`src/rtl/seq_hit_monitor_if.sv`:
```
// Result channel of seq_hit_monitor: window count plus valid/ready handshake.
// The monitor drives the master side and the downstream consumer drives the slave side.
interface seq_hit_monitor_if #(
  parameter int CNT_W = 8
);
  logic [CNT_W-1:0] cnt_out;
  logic             cnt_valid;
  logic             cnt_ready;

  modport master (
    output cnt_out,
    output cnt_valid,
    input  cnt_ready
  );

  modport slave (
    input  cnt_out,
    input  cnt_valid,
    output cnt_ready
  );
endinterface

```
`src/rtl/seq_hit_monitor.sv`:
```
// Counts sequence-detector hits over windows of WIN_LEN enabled cycles.
// Each window's count is offered on a valid/ready channel, with a threshold alarm and a sticky overrun flag.
//
// state   | meaning
// --------+-----------------------------------------------------------
// S_EMPTY | no unconsumed result; the next window close loads cnt_out
// S_FULL  | cnt_out holds a result that the consumer has not taken yet
module seq_hit_monitor #(
  parameter int WIN_LEN = 16,
  parameter int CNT_W   = 8,
  parameter int THRESH  = 3
) (
  input  logic                clk,
  input  logic                rst,
  input  logic                en_i,
  input  logic                hit_i,
  input  logic                clr_overrun_i,
  seq_hit_monitor_if.master   res_if,
  output logic                alarm_o,
  output logic                overrun_o
);

  localparam int               WIN_W    = (WIN_LEN > 2) ? $clog2(WIN_LEN) : 1;
  localparam logic [WIN_W-1:0] WIN_LAST = WIN_W'(WIN_LEN - 1);
  localparam logic [CNT_W-1:0] CNT_MAX  = '1;
  localparam int unsigned      THRESH_U = THRESH;

  typedef enum logic [0:0] {
    S_EMPTY = 1'b0,
    S_FULL  = 1'b1
  } state_t;

  state_t           state_q;
  logic [WIN_W-1:0] win_cnt_q, win_cnt_d;
  logic [CNT_W-1:0] hit_cnt_q, hit_cnt_d;
  logic [CNT_W-1:0] cnt_out_q;
  logic             cnt_valid_q;
  logic             alarm_q;
  logic             overrun_q;

  logic [CNT_W:0]   hit_sum;
  logic [CNT_W-1:0] hit_sat;
  logic             win_close;
  logic             drop;

  // hit_sat already includes a hit on the closing cycle, so it is the window's final count.
  assign hit_sum   = {1'b0, hit_cnt_q} + {{CNT_W{1'b0}}, hit_i};
  assign hit_sat   = hit_sum[CNT_W] ? CNT_MAX : hit_sum[CNT_W-1:0];
  assign win_close = en_i && (win_cnt_q == WIN_LAST);
  assign drop      = win_close && (state_q == S_FULL) && !res_if.cnt_ready;

  always_comb begin
    win_cnt_d = win_cnt_q;
    hit_cnt_d = hit_cnt_q;
    if (en_i) begin
      if (win_close) begin
        win_cnt_d = '0;
        hit_cnt_d = '0;
      end else begin
        win_cnt_d = win_cnt_q + WIN_W'(1);
        hit_cnt_d = hit_sat;
      end
    end
  end

  always_ff @(posedge clk or posedge rst) begin
    if (rst) begin
      win_cnt_q <= '0;
      hit_cnt_q <= '0;
    end else begin
      win_cnt_q <= win_cnt_d;
      hit_cnt_q <= hit_cnt_d;
    end
  end

  always_ff @(posedge clk or posedge rst) begin
    if (rst) begin
      state_q     <= S_EMPTY;
      cnt_out_q   <= '0;
      cnt_valid_q <= 1'b0;
      alarm_q     <= 1'b0;
      overrun_q   <= 1'b0;
    end else begin
      alarm_q <= win_close && (32'(hit_sat) >= THRESH_U);

      // A drop in the same cycle as a clear keeps the flag set.
      if (drop) begin
        overrun_q <= 1'b1;
      end else if (clr_overrun_i) begin
        overrun_q <= 1'b0;
      end

      case (state_q)
        S_EMPTY: begin
          if (win_close) begin
            cnt_out_q   <= hit_sat;
            cnt_valid_q <= 1'b1;
            state_q     <= S_FULL;
          end
        end
        S_FULL: begin
          if (res_if.cnt_ready) begin
            if (win_close) begin
              cnt_out_q <= hit_sat;
            end else begin
              cnt_valid_q <= 1'b0;
              state_q     <= S_EMPTY;
            end
          end
        end
        default: begin
          cnt_valid_q <= 1'b0;
          state_q     <= S_EMPTY;
        end
      endcase
    end
  end

  assign res_if.cnt_out   = cnt_out_q;
  assign res_if.cnt_valid = cnt_valid_q;
  assign alarm_o          = alarm_q;
  assign overrun_o        = overrun_q;

endmodule

```
`src/flat_wrapper.sv`:
```
// flat-port wrapper written by rule: the top's interface ports become plain ports
module seq_hit_monitor_flat 
#(
  parameter int WIN_LEN = 16,
  parameter int CNT_W   = 8,
  parameter int THRESH  = 3
)
  (clk, rst, en_i, hit_i, clr_overrun_i, alarm_o, overrun_o, res_if_cnt_out, res_if_cnt_valid, res_if_cnt_ready);
  seq_hit_monitor_if #(.CNT_W(CNT_W)) res_if_i ();
  input  logic clk;
  input  logic rst;
  input  logic en_i;
  input  logic hit_i;
  input  logic clr_overrun_i;
  output logic alarm_o;
  output logic overrun_o;
  output wire logic [$bits(res_if_i.cnt_out)-1:0] res_if_cnt_out;
  output wire logic [$bits(res_if_i.cnt_valid)-1:0] res_if_cnt_valid;
  input wire logic [$bits(res_if_i.cnt_ready)-1:0] res_if_cnt_ready;
  assign res_if_cnt_out = res_if_i.cnt_out;
  assign res_if_cnt_valid = res_if_i.cnt_valid;
  assign res_if_i.cnt_ready = res_if_cnt_ready;
  seq_hit_monitor #(.WIN_LEN(WIN_LEN), .CNT_W(CNT_W), .THRESH(THRESH)) u_core (.clk(clk), .rst(rst), .en_i(en_i), .hit_i(hit_i), .clr_overrun_i(clr_overrun_i), .res_if(res_if_i), .alarm_o(alarm_o), .overrun_o(overrun_o));
endmodule
```
`config.mk`:
```
export PLATFORM = sky130hd
export DESIGN_NAME = seq_hit_monitor_flat
export DESIGN_NICKNAME = d
export VERILOG_FILES = /design/src/rtl/seq_hit_monitor_if.sv /design/src/rtl/seq_hit_monitor.sv /design/src/flat_wrapper.sv
export SDC_FILE = /design/constraint.sdc
export NUM_CORES = 1
export LEC_CHECK = 0
export BUFFER_PORTS_ARGS = -buffer_cell sky130_fd_sc_hd__buf_2
export CAP_MARGIN = 20
export CORE_MARGIN = 2
export CORE_UTILIZATION = 50
export CTS_CLUSTER_SIZE = 25
export DETAILED_ROUTE_END_ITERATION = 16
export GPL_ROUTABILITY_DRIVEN = 0
export GPL_TIMING_DRIVEN = 0
export PLACE_DENSITY = 0.71
export SLEW_MARGIN = 40
export SYNTH_ARGS = -nofsm -noshare
export SYNTH_HDL_FRONTEND = slang
export SYNTH_SLANG_ARGS = --single-unit
export TNS_END_PERCENT = 20
```
`constraint.sdc`:
```
create_clock -name clk -period 2.1 [get_ports clk]
set_input_delay 0.63 -clock clk [delete_from_list [all_inputs] [get_ports clk]]
set_output_delay 0.63 -clock clk [all_outputs]
set_load 0.01 [all_outputs]
```
### Word level (Yosys, flattened, before mapping)

Cells that the tools add are included.

* register bits: 24
* bits in latches: 0
* memory bits (writable): 0
* ROM bits: 0
* input port bits: 6
* output and inout bits: 11
* logic and storage cells: 37
* memories: 0

* add/sub/neg operators: 2
* multipliers: 0
* div/mod/pow operators: 0
* order comparisons: 1
* equality and inequality tests: 4
* shifts and indexed selects: 0
* multiplexer cells: 15
* bitwise operators: 1
* reduce and logical (&&, ||, !) cells: 7

Operators by type and width (count)
* $mux W8: 4
* $pmux W8 S2: 1
* $add A8 B1 Y9: 1
* $ge A8 B2 Y1 const B: 1
* $mux W1: 7
* $add A4 B1 Y4 const B: 1
* $eq A4 B4 Y1 const B: 1
* $logic_and A1 B1 Y1: 4
* $mux W4: 1
* $ne A2 B2 Y1 const B: 2
* $pmux W1 S2: 2
* $reduce_and A3 Y1: 1
* $ne A2 B1 Y1 const B: 1
* $reduce_bool A2 Y1: 1
* $logic_not A1 Y1: 1
* $not A1 Y1: 1

### Depth between registers and ports, before layout

Gate-level depths: netlist of run 1.

* depth in word-level cells: 5
* mapped depth: 7
* mapped depth without buffers: 7

### Worst setup path before layout of run 1

OpenSTA, ideal clock, no wires.

* path kind: input -> register
* from: input port hit_i
* to: register u_core.alarm_q, in the netlist u_core.alarm_o
* library setup time: 0.134 ns
* arrival: 2.123 ns
* data required time: 1.966 ns
* path slack: -0.157 ns
* stages: 6
* buffers on the path: 0
* path through: ha_1 -> ha_1 -> and3_4 -> or4_4 -> a221oi_2 -> a31oi_1

* longest elaborated chain between the ends: 4

Ends and longest elaborated chain
* start, declared: line flat_wrapper.sv:13 `input logic hit_i;`
* $add A8 B1 Y9: line seq_hit_monitor.sv:47 `assign hit_sum = {1'b0, hit_cnt_q} + {{CNT_W{1'b0}}, hit_i};`
* $mux W8: line seq_hit_monitor.sv:48 `assign hit_sat = hit_sum[CNT_W] ? CNT_MAX : hit_sum[CNT_W-1:0];`
* $ge A8 B2 Y1: line seq_hit_monitor.sv:84 `alarm_q <= win_close && (32'(hit_sat) >= THRESH_U);`
* $logic_and A1 B1 Y1: line seq_hit_monitor.sv:84
* end signal, assigned: line seq_hit_monitor.sv:84
* end, declared: line seq_hit_monitor.sv:38 `logic alarm_q;`

No other way between the ends.
A chain may end at the register's enable or synchronous reset.

### Final worst setup path of run 1

Ends and elaborated chain as after synthesis.

==> out/results.ini, run 1 <==
[pwr]
power.density_nw_per_um2=1154
power_leakage_nw=0.6586
vdd_ir_drop_max_uv=663.3

[logic_synthesis]
synthMostInstantiatedCell=sky130_fd_sc_hd__dfrtp_1
yosys-top-cells-count=sky130_fd_sc_hd__dfrtp_1, sky130_fd_sc_hd__nand2_1, sky130_fd_sc_hd__inv_1
synth_seq_area_share=0.4979
synthFlopType=sky130_fd_sc_hd__dfrtp_1
synth_edf_count=0
fraction_of_registers_with_async_set_reset=1.000
syn-instance-count=123
synth.net_count=133
synthDistinctLibCells=36
number_of_synthesized_register_bits=24
synthesis.area_um2=1206
syn_avg_cell_area_um2=9.806
synth_area_leaders=sky130_fd_sc_hd__dfrtp_1, sky130_fd_sc_hd__nand2_1, sky130_fd_sc_hd__ha_1, sky130_fd_sc_hd__o21ai_1, sky130_fd_sc_hd__inv_1
synthDominantCellAreaShare=0.4979
synth_largest_area_cell=sky130_fd_sc_hd__dfrtp_1
yosysWarnings=0

[final_layout]
antenna-diode-count=0
design_area_um2=1378
drive_above_1_share=0.2606
final_nets=153
synthToLayoutAreaGrowth_pct=14.21
layout_filler_cell_count=210

[sta]
post-route-worst-setup-slack_ns=0.1111
worst_pin_slew_ns=0.5030
setup_violation_total_in_the_final_timing_report=0
fmax_mhz=502.8
finalHoldViolCount=0
worst_clock_skew_ns=0.01121
min_period_over_period=0.9471
finalMaxSlewViolations=0
slew-limit-headroom=0.6642
grt_setup_unrepaired=false
timing.final.crit_period_ns=1.989

[cts]
max-clock-path-buffers=2
numCtsBuffers=3
clock_tree.htree_level_count=1
clkSlewWorstSetupHoldPaths_ns=0.14
clock_latency_ns=0.31
numClockSinks=24
post_cts_buffers=0
cts_resized=0
root_driver=sky130_fd_sc_hd__clkbuf_4
cts_tree=done
hold_fix_buffer_count_after_cts=0

[die]
die_area_um2=2821
fp.coreArea_um2=2255
num_rows=17
boundaryPins=17
initial_core_util=0.5350
die_outline_width_um=53.12
die_y_um=53.12

[outcome]
outcome=finished, final reports clean

[drt]
ant_nets=0
drt_iter0_markers=23
route.detailed.drc=0
route.vias.total=973
routed_wire_length_per_instance_um=14.25
detail_route.first_pass.iterations=4
detail_route.vias_per_cell=5.724
totalWireLength_um=2422

[setup_path]
cp_data_required_time_ns=2.28
worst_ep_arrival_time_ns=2.17
cp_common_cell=sky130_fd_sc_hd__ha_4
timing.critical_path.from_type=input port
timing.critical_path.cells=buf_2 > ha_4 > ha_4 > or4_1 > a22o_2 > a221oi_2 > a31oi_1
setup.worst_path.class=input port to flop
largest_fanout_of_any_net_on_the_critical_path=6
crit_path_end_kind=flop
cpMaxStageDelayCell=sky130_fd_sc_hd__or4_1
slowest_delay_ns=0.52

[placement]
io_buffer_count=15
dp_slack_ns=-0.2125
placed_cell_area_um2=1341
detailedPlacementHpwl_um=1745

[grt]
grt_pass1_wl_um=4043
antenna_violations_before_repair=0
grt_pass1_vias=933
grt_util_all_layers=0.2000
grt_overflow_total=0
grt_start_max_net_pins=25

[flow_run]
max_cap_violations=0

[min_path]
hold_path.class=input port to asynchronous set/reset pin

-- where the power goes --
group	switching, mW	leakage (nW)	internal, mW
Clock	0.136	0.0210	0.106
Sequential	0.139	0.311	0.616
Combinational	0.310	0.327	0.282
Total	0.585	0.659	1.00
-- layer usage --
metal  up-vias  track usage  wire (um)
met2        28       0.3229       1166
met3         4      0.02825         88
met4         0       0.1068         27
met5         -            0          0
met1       465       0.2577       1140
li1        476            -          -
-- worst max-delay path, delay by kind of cell --
| kind | cells | cell delay [ns] |
|---|---|---|
| AOI/OAI and AO/OA | 3 | 0.53 |
| and+or+nand+nor | 1 | 0.52 |
| adders and majority gates | 2 | 0.37 |
| buffers and inverters | 1 | 0.12 |
-- per-stage QoR --
step,total power [mW],hold slack [ns],TNS (ns),std cells,utilization
floorplan,1.176,0.4643,0,123,-
global placement,1.321,0.4535,-0.1985,166,0.5949
detailed placement,1.358,0.4761,-0.2125,166,0.5949
CTS,1.597,0.3383,0,170,0.6110
global route,1.719,0.3568,0,170,0.6110
finish,1.589,0.3214,0,170,0.6110
-- cell families (layout without fill, tap and decap cells) --
logic type,count (synthesis),after routing,share of synthesized area
xor+xnor,1,1,0.007263
compound gates,36,36,0.1857
mux,3,3,0.02697
buf+inv,17,36,0.06847
simple gates,38,38,0.1722
fa+ha+maj,4,4,0.04150
flops,24,24,0.4979
-- cells in the final DEF, fill, tap and decap left out, types with 2 or more instances in the layout --
| master | Yosys | routed |
|---|---|---|
| sky130_fd_sc_hd__nand2_1 | 17 | 17 |
| sky130_fd_sc_hd__o21ai_0 | 4 | 4 |
| sky130_fd_sc_hd__inv_1 | 11 | 10 |
| sky130_fd_sc_hd__a21oi_1 | 8 | 8 |
| sky130_fd_sc_hd__nand4_2 | 2 | 2 |
| sky130_fd_sc_hd__buf_2 | 0 | 15 |
| sky130_fd_sc_hd__ha_4 | 0 | 2 |
| sky130_fd_sc_hd__o22ai_1 | 6 | 6 |
| sky130_fd_sc_hd__nand4_1 | 3 | 3 |
| sky130_fd_sc_hd__nand3_1 | 5 | 5 |
| sky130_fd_sc_hd__o21ai_1 | 9 | 9 |
| sky130_fd_sc_hd__ha_1 | 4 | 2 |
| sky130_fd_sc_hd__dfrtp_1 | 24 | 24 |
| sky130_fd_sc_hd__mux2_2 | 2 | 2 |
| sky130_fd_sc_hd__buf_6 | 2 | 2 |
| sky130_fd_sc_hd__clkbuf_1 | 2 | 2 |
| sky130_fd_sc_hd__inv_2 | 1 | 2 |
| sky130_fd_sc_hd__nor2_1 | 3 | 3 |
| sky130_fd_sc_hd__clkbuf_4 | 0 | 3 |
-- layout make-up --
class | instances | area, um2 | share of cell area
plain buffers | 5 | 37.54 | 0.02725
clock buffers | 4 | 36.28 | 0.02634
inverters | 12 | 45.04 | 0.03270
multi-input cells | 82 | 548.0 | 0.3978
flip-flops and latches | 24 | 600.6 | 0.4360
well taps | 28 | 35.03 | 0.02543
repair buffers | 15 | 75.07 | 0.05450
-- registers in the layout (all words and copies together) (netlist names) --
signal and count:
u_core.res_if.cnt_out 8, u_core.hit_cnt_q 8, u_core.state_q 1, u_core.overrun_o 1, u_core.alarm_o 1, u_core.win_cnt_q 4
u_core.res_if.cnt_valid 1
-- final timing paths --
path,startpoint,to,slack (ns),cells after the start
setup / recovery,hit_i,u_core.alarm_o,0.11,7
hold / removal,rst,u_core.res_if.cnt_valid,0.32,2
setup reg to reg,u_core.hit_cnt_q[0],u_core.alarm_o,0.12,6
hold reg to reg,u_core.res_if.cnt_out[0],u_core.res_if.cnt_out[0],0.50,2
max in group asynchronous,rst,u_core.res_if.cnt_out[2],1.43,2
min in group clk,clr_overrun_i,u_core.overrun_o,0.49,2
No activity file was read; power rests on OpenSTA's default activity.
==> run 2, diff against run 1 <==
PLACE_DENSITY = 0.7   (was 0.71)
clock period = 2.2 ns   (was 2.1 ns; I/O delays follow)
==> out/results.ini, run 2 (synthesis results as in run 1) <==
[outcome]
outcome=finished, final reports clean

[placement]
placed_cell_area_um2=1331
detailedPlacementHpwl_um=1663
post-place-cells=166
dp_slack_ns=-0.1970
io_buffer_count=15

[cts]
root_driver=sky130_fd_sc_hd__clkbuf_4
hold_fix_buffer_count_after_cts=0
clock_latency_ns=0.31
clkSlewWorstSetupHoldPaths_ns=0.12
numCtsBuffers=3
cts_resized=0
post_cts_buffers=0
numClockSinks=24
clock_tree.htree_level_count=1
max-clock-path-buffers=2
cts_tree=done

[setup_path]
largest_fanout_of_any_net_on_the_critical_path=6
reg2reg_depth=6
worst_ep_arrival_time_ns=2.26
r2r-start=u_core.hit_cnt_q[0]
cp_data_required_time_ns=2.39
setup.worst_path.class=input port to flop
reg2reg_slack_ns=0.17
crit_path_end_kind=flop
timing.critical_path.from_type=input port
timing.rr.end=u_core.alarm_o

[sta]
finalHoldViolCount=0
min_period_over_period=0.9414
setup_violation_total_in_the_final_timing_report=0
worst_pin_slew_ns=0.4986
fmax_mhz=482.9
finalMaxSlewViolations=0
slew-limit-headroom=0.6671
fin_tns_setup_ns=0
post-route-worst-setup-slack_ns=0.1290
timing.final.crit_period_ns=2.071
worst_clock_skew_ns=0.002271
grt_setup_unrepaired=false

[drt]
route.vias.total=964
drt_iter0_markers=27
detail_route.first_pass.iterations=5
ant_nets=0
route.detailed.drc=0
detail_route.vias_per_cell=5.704
totalWireLength_um=2300
routed_wire_length_per_instance_um=13.61

[pwr]
power.sequential.fraction=0.490
clkPwrFrac=0.130
internal_power_mw=0.9157
post-layout-total-power_mw=1.456
power_leakage_nw=0.6499
net-switching-power_mw=0.5399
vdd_ir_drop_max_uv=605.8
switching_share=0.3709
power.density_nw_per_um2=1075
share_comb_of_total_power=0.380

[die]
fp.coreArea_um2=2255
num_rows=17
initial_core_util=0.5350
die_y_um=53.12
boundaryPins=17
die_outline_width_um=53.12
die_area_um2=2821

[final_layout]
mostFrequentLayoutCell=sky130_fd_sc_hd__dfrtp_1
design_area_um2=1354
final_nets=153
drive_above_1_share=0.2553
layout.cells.most_common_list=sky130_fd_sc_hd__dfrtp_1, sky130_fd_sc_hd__nand2_1, sky130_fd_sc_hd__buf_2
synthToLayoutAreaGrowth_pct=12.24
final_cells=169
antenna-diode-count=0

[grt]
grt_overflow_total=0
grt_pass1_wl_um=3912
grt_util_all_layers=0.1935
grt_start_max_net_pins=25
grt_pass1_vias=898
antenna_violations_before_repair=0

[min_path]
hold_path.class=input port to asynchronous set/reset pin

[flow_run]
max_cap_violations=0

-- run 2: changes by cell type in the layout (fill, tap and decap cells not counted), sizes merged --
cell | previous run | this run
clkbuf | 6 | 5
-- run 2: metrics by stage --
step	utilization	hold WS (ns)
floorplan	-	0.4643
global placement	0.5905	0.4642
detailed placement	0.5905	0.4700
CTS	0.6004	0.3749
global route	0.6004	0.4052
finish	0.6004	0.3533
-- run 2: how the worst max path moves through the flow --
stage	start	slack, ns	endpoint
4_1_cts	hit_i	0.14	u_core.alarm_o
5_1_grt	hit_i	0.08	u_core.alarm_o
2_1_floorplan	hit_i	0.03	u_core.alarm_o
3_3_place_gp	hit_i	-0.18	u_core.alarm_o
6_report	hit_i	0.13	u_core.alarm_o
3_5_place_dp	hit_i	-0.20	u_core.alarm_o
-- run 2: area by class of cell --
cell class | instances | area (um2)
Buffer | 5 | 37.54
Clock buffer | 3 | 22.52
Fill cell | 223 | 900.9
Inverter | 12 | 45.04
Multi-Input combinational cell | 82 | 538.0
Sequential cell | 24 | 600.6
Tap cell | 28 | 35.03
Timing Repair Buffer | 15 | 75.07
-- run 2: power groups by stage --
stage	Combinational [mW]	Sequential [mW]	Clock [mW]
after floorplan	0.379	0.737	0
after global placement	0.541	0.714	0
after detailed placement	0.560	0.724	0
after CTS	0.561	0.713	0.194
after global routing	0.631	0.733	0.208
final	0.554	0.713	0.189
-- run 2: worst max-delay path: stages --
cell and delay, ns:
sky130_fd_sc_hd__buf_2 0.10, sky130_fd_sc_hd__ha_2 0.23, sky130_fd_sc_hd__ha_4 0.19, sky130_fd_sc_hd__or4_1 0.52, sky130_fd_sc_hd__a22o_2 0.25, sky130_fd_sc_hd__a221oi_2 0.19, sky130_fd_sc_hd__a31oi_1 0.12
-- run 2: routing by layer --
| layer | GRT usage | share of wire |
|---|---|---|
| met3 | 0.02542 | 0.056 |
| met2 | 0.2979 | 0.47 |
| met4 | 0.1068 | 0.019 |
| met1 | 0.2617 | 0.46 |
| met5 | 0 | 0 |
==> run 3, diff against run 2 <==
MAX_ROUTING_LAYER = met4   (was not set)
==> out/results.ini, run 3 (synthesis results as in run 1) <==
[grt]
grt_overflow_total=0
grt_pass1_vias=900
grt_pass1_wl_um=3919
grt_start_max_net_pins=25
antenna_violations_before_repair=0
grt_util_all_layers=0.1991

[sta]
timing.final.crit_period_ns=2.073
worst_pin_slew_ns=0.4983
grt_setup_unrepaired=false
finalHoldViolCount=0
worst_clock_skew_ns=0.002107
slew-limit-headroom=0.6673
setup_violation_total_in_the_final_timing_report=0
min_period_over_period=0.9421
finalMaxSlewViolations=0
fmax_mhz=482.5

[placement]
io_buffer_count=15
detailedPlacementHpwl_um=1663

[die]
die_y_um=53.12
num_rows=17
initial_core_util=0.5350
fp.coreArea_um2=2255
die_area_um2=2821
die_outline_width_um=53.12
boundaryPins=17

[cts]
clkSlewWorstSetupHoldPaths_ns=0.12
clock_tree.htree_level_count=1
numClockSinks=24
hold_fix_buffer_count_after_cts=0
cts_resized=0
max-clock-path-buffers=2
post_cts_buffers=0
cts_tree=done
root_driver=sky130_fd_sc_hd__clkbuf_4
clock_latency_ns=0.31
numCtsBuffers=3

[drt]
route.vias.total=949
route.detailed.drc=0
totalWireLength_um=2304
detail_route.vias_per_cell=5.615
drt_iter0_markers=23
ant_nets=0
detail_route.first_pass.iterations=4
routed_wire_length_per_instance_um=13.63

[pwr]
power_leakage_nw=0.6499
vdd_ir_drop_max_uv=605.9
post-layout-total-power_mw=1.454
power.density_nw_per_um2=1074

[setup_path]
slowest_delay_ns=0.52
timing.critical_path.from_type=input port
setup.worst_path.class=input port to flop
r2r-start=u_core.hit_cnt_q[0]
timing.critical_path.from=hit_i
reg2reg_slack_ns=0.17
timing.critical_path.cells=buf_2 > ha_2 > ha_4 > or4_1 > a22o_2 > a221oi_2 > a31oi_1
largest_fanout_of_any_net_on_the_critical_path=6
worst_ep_arrival_time_ns=2.26
cpMaxStageDelayCell=sky130_fd_sc_hd__or4_1
cp_data_required_time_ns=2.39
reg2reg_depth=6
timing.rr.end=u_core.alarm_o
crit_path_end_kind=flop

[final_layout]
synthToLayoutAreaGrowth_pct=12.24
utilization=0.6004
multi_input_area_um2=538.0
mostFrequentLayoutCell=sky130_fd_sc_hd__dfrtp_1
layout.cells.most_common_list=sky130_fd_sc_hd__dfrtp_1, sky130_fd_sc_hd__nand2_1, sky130_fd_sc_hd__buf_2
area.sequential_um2=600.6
layout_filler_cell_count=223
drive_above_1_share=0.2553
antenna-diode-count=0
final_nets=153

[flow_run]
max_cap_violations=0

[outcome]
outcome=finished, final reports clean

[min_path]
hold_path.class=input port to asynchronous set/reset pin

[run 3: cell counts in the layout (fill, tap and decap cells not counted)]
No cell type changed its count.
[run 3: final cells by class]
cell class / count / share of cell area
Sequential cell: 24 / 0.4436
Multi-Input combinational cell: 82 / 0.3974
Timing Repair Buffer: 15 / 0.05545
Inverter: 12 / 0.03327
Buffer: 5 / 0.02773
Tap cell: 28 / 0.02588
Clock buffer: 3 / 0.01664
[run 3: how the worst max path moves through the flow]
| stage | end | slack [ns] | cells past startpoint |
|---|---|---|---|
| floorplan | u_core.alarm_o | 0.03 | 6 |
| global placement | u_core.alarm_o | -0.18 | 7 |
| detailed placement | u_core.alarm_o | -0.20 | 7 |
| CTS | u_core.alarm_o | 0.14 | 7 |
| global route | u_core.alarm_o | 0.08 | 7 |
| finish | u_core.alarm_o | 0.13 | 7 |
[run 3: power breakdown]
group	internal, mW	switching, mW	total (mW)
sequential	0.588	0.124	0.712
combinational	0.264	0.290	0.553
clock	0.0641	0.125	0.189
[run 3: through the flow]
step	TNS, ns	setup WS (ns)	instances	area (um2)	hold WS, ns
after floorplan	0	0.02703	123	1221	0.4643
after CTS	0	0.1396	169	1354	0.3749
after detailed placement	-0.1970	-0.1970	166	1331	0.4700
after global routing	0	0.07719	169	1354	0.4052
after global placement	-0.1765	-0.1765	166	1331	0.4642
final	0	0.1274	169	1354	0.3546
[run 3: layer usage]
metal,routed length (um),vias to the layer above,share of wire,GRT usage
met1,1069,449,0.46,0.2635
li1,-,475,-,-
met5,0,-,0,-
met2,1093,18,0.47,0.2979
met3,97,7,0.042,0.02542
met4,43,0,0.019,0.1068
[run 3: critical path: cells and delay by family]
kind / cells / cell delay (ns)
buf+inv: 1 / 0.10
fa+ha+maj: 2 / 0.42
simple gates: 1 / 0.52
compound gates: 3 / 0.56
